### config.mk
export PLATFORM = sky130hd
export DESIGN_NAME = fetch_sequencer
export DESIGN_NICKNAME = d
export VERILOG_FILES = /design/src/rtl/fetch_sequencer.sv
export SDC_FILE = /design/constraint.sdc
export NUM_CORES = 1
export LEC_CHECK = 0
export CAP_MARGIN = 20
export CELL_PAD_IN_SITES_DETAIL_PLACEMENT = 0
export CELL_PAD_IN_SITES_GLOBAL_PLACEMENT = 2
export CORE_MARGIN = 1.5
export CORE_UTILIZATION = 29
export CTS_BUF_LIST = sky130_fd_sc_hd__clkbuf_16
export CTS_CLUSTER_DIAMETER = 80
export CTS_CLUSTER_SIZE = 28
export DETAILED_ROUTE_END_ITERATION = 8
export GPL_TIMING_DRIVEN = 0
export HOLD_SLACK_MARGIN = 0.03
export PLACE_DENSITY = 0.9
export SETUP_SLACK_MARGIN = 0.05
export SKIP_LAST_GASP = 1
export SLEW_MARGIN = 20
export SYNTH_ARGS = -nofsm -noshare
export SYNTH_HDL_FRONTEND = slang
export SYNTH_SLANG_ARGS = --single-unit
### constraint.sdc
create_clock -name clk -period 10.2 [get_ports clk]
set_input_delay 1.02 -clock clk [delete_from_list [all_inputs] [get_ports clk]]
set_output_delay 1.02 -clock clk [all_outputs]
set_load 0.02 [all_outputs]
### src/rtl/fetch_sequencer.sv
// Purpose: instruction fetch sequencer. It drives pcNext for an external PC register, reads imem over req/ack, and offers the word to decode over valid/ready.
// Latency: the fetch request starts in the cycle after the PC settles. Data reaches decode one cycle after imem_ack. Best case is one instruction every 2 cycles.
// Backpressure: the PC is held (pcNext = pc) while memory stalls or decode deasserts instr_ready. Redirects never withdraw an issued request.
//
// Ports:
//   clk, rst                  clock, asynchronous active-high reset
//   pc / pcNext               current PC from / next PC to the external PC register
//   imem_req/addr/ack/rdata   instruction memory read handshake
//   instr/instr_pc/valid/ready   decode handshake
//   branch_taken/target       single-cycle redirect request
//   misalign_err              registered pulse: redirect target was not word aligned
//   fetch_count               instructions accepted by decode (wraps)
module fetch_sequencer #(
    parameter logic [31:0] RESET_VECTOR = 32'h0000_0000,
    parameter int unsigned STEP         = 4
) (
    input  logic        clk,
    input  logic        rst,
    input  logic [31:0] pc,
    output logic [31:0] pcNext,
    output logic        imem_req,
    output logic [31:0] imem_addr,
    input  logic        imem_ack,
    input  logic [31:0] imem_rdata,
    output logic [31:0] instr,
    output logic [31:0] instr_pc,
    output logic        instr_valid,
    input  logic        instr_ready,
    input  logic        branch_taken,
    input  logic [31:0] branch_target,
    output logic        misalign_err,
    output logic [31:0] fetch_count
);

    localparam logic [31:0] STEP_INC = 32'(STEP);

    typedef enum logic [1:0] {
        S_BOOT  = 2'd0,
        S_FETCH = 2'd1,
        S_VALID = 2'd2,
        S_DRAIN = 2'd3
    } state_t;

    state_t      state;
    state_t      state_nxt;
    logic [31:0] drain_addr;

    logic capture;      // memory word accepted into the decode slot
    logic consume;      // decode took the word
    logic start_drain;  // redirect while a fetch is still outstanding

    assign capture     = (state == S_FETCH) && imem_ack && !branch_taken;
    assign consume     = (state == S_VALID) && instr_ready && !branch_taken;
    assign start_drain = (state == S_FETCH) && branch_taken && !imem_ack;

    // State register
    always_ff @(posedge clk or posedge rst) begin
        if (rst) begin
            state <= S_BOOT;
        end else begin
            state <= state_nxt;
        end
    end

    // Next-state logic
    always_comb begin
        state_nxt = state;
        case (state)
            S_BOOT:  state_nxt = S_FETCH;
            S_FETCH: begin
                // A redirect with data in hand just drops the word. Without data, the
                // request in flight must be completed in S_DRAIN.
                if (branch_taken) begin
                    state_nxt = imem_ack ? S_FETCH : S_DRAIN;
                end else if (imem_ack) begin
                    state_nxt = S_VALID;
                end
            end
            S_VALID: begin
                if (branch_taken || instr_ready) begin
                    state_nxt = S_FETCH;
                end
            end
            S_DRAIN: begin
                if (imem_ack) begin
                    state_nxt = S_FETCH;
                end
            end
            default: state_nxt = S_BOOT;
        endcase
    end

    // Output logic
    always_comb begin
        pcNext      = pc;
        imem_req    = 1'b0;
        imem_addr   = pc;
        instr_valid = 1'b0;
        case (state)
            S_BOOT:  pcNext = RESET_VECTOR;
            S_FETCH: imem_req = 1'b1;
            S_VALID: begin
                instr_valid = !branch_taken;
                if (instr_ready && !branch_taken) begin
                    pcNext = pc + STEP_INC;
                end
            end
            S_DRAIN: begin
                // The PC already points at the redirect target, so the address of
                // the stale request comes from drain_addr.
                imem_req  = 1'b1;
                imem_addr = drain_addr;
            end
            default: pcNext = RESET_VECTOR;
        endcase
        if (state != S_BOOT && branch_taken) begin
            pcNext = {branch_target[31:2], 2'b00};
        end
        // The PC register must load the reset vector on the edge seen during reset.
        if (rst) begin
            pcNext      = RESET_VECTOR;
            imem_req    = 1'b0;
            instr_valid = 1'b0;
        end
    end

    // Datapath registers
    always_ff @(posedge clk or posedge rst) begin
        if (rst) begin
            instr        <= 32'h0;
            instr_pc     <= 32'h0;
            fetch_count  <= 32'h0;
            misalign_err <= 1'b0;
            drain_addr   <= 32'h0;
        end else begin
            if (capture) begin
                instr    <= imem_rdata;
                instr_pc <= pc;
            end
            if (consume) begin
                fetch_count <= fetch_count + 32'd1;
            end
            if (start_drain) begin
                drain_addr <= pc;
            end
            misalign_err <= (state != S_BOOT) && branch_taken && (branch_target[1:0] != 2'b00);
        end
    end

endmodule

# [Yosys cells after proc, flatten, opt, wreduce, memory -nomap -nowiden]
# Index checks and enable logic that the tools add are counted.
[op_classes] addsub=2 n_mul=0 div_mod_pow=0 n_lt_le_gt_ge=0 eq_ne=6 shifts=0 mux=15 bitwise_logic=0 n_reduce_logical=17
[ops] operator="2-to-1 mux 32 bit" n=4
[ops] operator="one-hot mux 32 bit (2 select lines)" n=1
[ops] operator="adder 32 x 1 -> 32 bit, second input constant" n=1
[ops] operator="adder 32 x 3 -> 32 bit, second input constant" n=1
[ops] operator="2-to-1 mux 2 bit" n=5
[ops] operator="logical AND 1 bit" n=9
[ops] operator="one-hot mux 2 bit (4 select lines)" n=1
[ops] operator="equality test 2 bit, second input constant" n=2
[ops] operator="2-to-1 mux 1 bit" n=4
[ops] operator="nonzero test 2 bit" n=2
[ops] operator="inequality test 3 bit, second input constant" n=1
[ops] operator="AND reduction 3 bit" n=1
[ops] operator="equality test 2 x 1 -> 1 bit, second input constant" n=1
[ops] operator="logical NOT 1 bit" n=2
[ops] operator="logical NOT 2 bit" n=1
[ops] operator="inequality test 2 x 1 -> 1 bit, second input constant" n=1
[ops] operator="inequality test 2 bit, second input constant" n=1
[ops] operator="OR reduction 2 bit" n=1
[ops] operator="logical OR 1 bit" n=1
[totals] regBits=131 latchBits=0 ram_bits=0 mem_bits_ro=0 inputBits=101 output_inout_bits=163 elab_cells=46 mem_count=0

# [Depth between registers and ports, before layout]
[logic_depth] depth_word=6 depth_mapped=8 ltp_nobuf=6

# [Least setup slack after synthesis]
# No wires, ideal clock.
[synth_path] kind="input-to-output" from="in rst" to="out pcNext[16]" arrival_ns=5.088 required_time_ns=9.180 slack_ns=4.092 path_stages=4 n_path_buf=1 cell_sequence="inv_1 -> o21ai_0 -> clkbuf_1 -> a211oi_1"
[synth_via] elab_chain_len=1
[synth_lines] item="start, declared" line_no="18" text="input logic rst,"
[synth_lines] item="2-to-1 mux 32 bit" line_no="120" text="if (rst) begin"
[synth_lines] item="end, declared" line_no="20" text="output logic [31:0] pcNext,"
# Every way passes these cells.

# [Worst setup path after layout]
[layout_path] from="in rst" to="out pcNext[18]"
# The elaborated chain is that of the path after synthesis.

==> metrics.md <==
| Metric | Value |
|---|---|
| Slew Limit Fails | 0 |
| Root buf cell | clkbuf_16 |
| Slowest CP cell | clkdlybuf4s50_1 |
| Synth Instances | 557 |
| Type of the worst min-delay path | flop to flop |
| Fin util | 0.452 |
| Final WS setup | 5.24 ns |
| Max Cap Violations | 0 |
| Ys async rst share | 1.00 |
| Setup TNS | 0 ns |
| Placed insts | 1103 |
| TritonRoute pass-1 iters | 4 |
| Most used cell, CP | clkdlybuf4s50_1 |
| Number of setup buffers added after CTS | 0 |
| Area contributors post-synth | dfrtp_1, mux2_2, xnor2_1 |
| Later-pin clock latency in the skew report | 0.42 ns |
| GPL Wtd Cong | 0.753 |
| Slew Limit Headroom | 0.441 |
| Routed Antenna Nets | 0 |
| RSZ-0062 raised after global routing | false |
| CTS tree | built |
| Residual DRC | 0 |
| Status | complete, no violations |
| Power Dens Cells | 194 nW/um^2 |
| DR vias/cell | 4.78 |
| Layout overhead on the synthesized area | 54.0% |
| Number of synthesized register bits | 131 |
| Clock Pin Slew Worst Setup and Hold Paths | 0.06 ns |
| Vias | 5421 |
| GRT overflow | 0 |
| CTS Buf Count | 17 |
| Cell row count | 55 |
| WL/cell | 18.4 um |
| Synthesized cell area | 6610 sq um |
| DRT iter0 DRCs | 239 |
| Slew @ Worst Pin | 0.836 ns |
| Highest Clock Rate | 202 MHz |
| Ports | 264 |
| Worst Hold Slack | 0.477 ns |
| Post-Layout Cell Count | 1135 |
| Bufs on Longest Clock Path | 2 |
| First-pass GRT wire length | 32.7 mm |
| Yosys warns | 0 |
| Die Y | 154 um |
| Placed inst area | 9610 sq um |
| Worst Path Buf+Inv | 5 |
| Crit-path cells | clkdlybuf4s50_1, inv_8, buf_16, o21ai_0, clkbuf_1, a211oi_1, clkdlybuf4s50_1 |
| Largest net degree at the start of global routing | 79 |
| Post-synthesis net count | 660 |
| Synth area leader | dfrtp_1 |
| Layout Skew | 0.00813 ns |
| Htree depth | 4 |
| Filler cells | 2134 |
| Detail Placement HPWL | 15.3 mm |
| Initial antenna violation count | 0 |
| Worst stage delay on the critical path | 0.67 ns |
| Share of the synthesized area in the top cell type | 0.496 |
| Worst vdd ir | 0.000103 V |
| Core ar. | 22500 sq um |
| Pre-CTS WS | 5.13 ns |
| Crit share post-route | 0.486 |
| Initial Util | 0.294 |
| Sequential share of the synthesized area | 0.496 |
| Final net count | 940 |
| EDFF count, synth | 0 |
| Die width | 154 um |
| Cell variety after synth | 43 |
| Total track usage | 0.181 |
| Setup violations, final | 0 |
| Crit. End Element | output pin |
| Avg Cell Area, Syn | 11.9 sq um |
| Worst Path Required | 9.18 ns |
| Sequential Area | 3280 sq um |
| Vias in the first global route | 5608 |
| Most common flop cell mapped by yosys | dfrtp_1 |
| Port bufs | 260 |
| # clock sinks | 131 |
| CP max FO | 78 |
| Share of cells above drive strength 1 | 0.229 |
| Multi-input logic area | 3140 sq um |
| Final hold violation count | 0 |
| Total die area | 23700 sq um |
| Minimum clock period | 4.96 ns |
| Ant. Diodes | 0 |
| Total power | 1.97 mW |
| Cell family with most CP delay | buffers and inverters |
| Crit Path Class | input port to output pin |
| Post-CTS resize count | 0 |
| Final wirelength | 20.9 mm |
| CP Launch Type | input port |
| Design area | 10200 sq um |
| Hold-fix buffers at CTS | 0 |
| Leakage power | 4.09 nW |
| CP arrival | 3.94 ns |
-- final cells by class --
type                            instances  share of cell area
Buffer                                 31              0.0145
Clock buffer                           17              0.0418
Clock inverter                         15              0.0146
Inverter                               11             0.00479
Multi-Input combinational cell        384               0.309
Sequential cell                       131               0.322
Tap cell                              285              0.0350
Timing Repair Buffer                  261               0.258
-- cell usage after synthesis (2+ instances only) --
cell and number:
and2_1 3, nand3_1 21, nor2b_1 5, clkbuf_2 2, a21oi_1 19, nand4_1 7
nand4_4 2, buf_1 5, nor3_1 11, buf_2 14, nor4_1 2, xnor2_1 43
nand2_1 23, dfrtp_1 131, clkbuf_1 8, o21ai_0 27, or4_1 2, mux2i_1 4
a211oi_1 4, and3_1 8, inv_1 11, nor4_4 2, nor3_2 3, nor2_1 31
mux2_2 129, and4_1 9, ha_1 2, xor2_1 13, nor4_2 2
-- sequential cells by signal (all words and copies together) (netlist names) --
| register | cells |
|---|---|
| drain_addr | 32 |
| fetch_count | 32 |
| instr | 32 |
| instr_pc | 32 |
| misalign_err | 1 |
| state | 2 |
-- layout by cell type, fill, tap and decap left out, types with 7 or more instances in the layout --
master / count
mux2_2: 129
and3_1: 8
buf_2: 14
clkdlybuf4s50_1: 260
inv_1: 10
clkbuf_16: 17
nor2_1: 31
o21ai_0: 27
nand2_1: 23
and4_1: 9
nand4_1: 7
xnor2_1: 43
dfrtp_1: 131
clkbuf_1: 8
nor3_1: 11
xor2_1: 13
nand3_1: 21
a21oi_1: 19
-- worst paths after layout --
| kind | start | slack (ns) | depth (start not counted) | end |
|---|---|---|---|---|
| worst min-delay path | fetch_count[31] | 0.48 | 1 | fetch_count[31] |
| max in group asynchronous | rst | 8.34 | 3 | drain_addr[22] |
| worst max register to register | state[1] | 7.95 | 4 | instr_pc[18] |
| min in group asynchronous | rst | 1.12 | 2 | state[1] |
| worst min register to register | fetch_count[31] | 0.48 | 1 | fetch_count[31] |
| worst max-delay path | rst | 5.24 | 7 | pcNext[18] |
-- worst register-to-register path, delay by kind of cell (launching register included) --
family                 cells  cell delay [ns]
multiplexers               1             0.38
buffers and inverters      1             0.43
flip-flops                 1             0.47
AND/OR/NAND/NOR            2             0.86
-- logic make-up after synthesis --
logic type	after synthesis	synth area share
AND/OR/NAND/NOR	139	0.127
multiplexers	133	0.226
flip-flops	131	0.496
XOR/XNOR	56	0.0742
AO/OA/AOI/OAI	54	0.0445
buffers and inverters	42	0.0286
adder cells (fa/ha/maj)	2	0.00378
-- report_power, final --
group / leakage [nW] / internal [mW] / switching [mW]
Clock: 0.273 / 0.343 / 0.267
Sequential: 1.61 / 0.636 / 0.0585
Combinational: 2.20 / 0.355 / 0.312
Total: 4.09 / 1.33 / 0.637
-- layer usage --
layer	routed length, um	global-route usage
met5	0	0
met4	366	0.0633
met3	1320	0.0479
met2	9790	0.284
met1	9440	0.239
(Power assumes the default switching activity.)
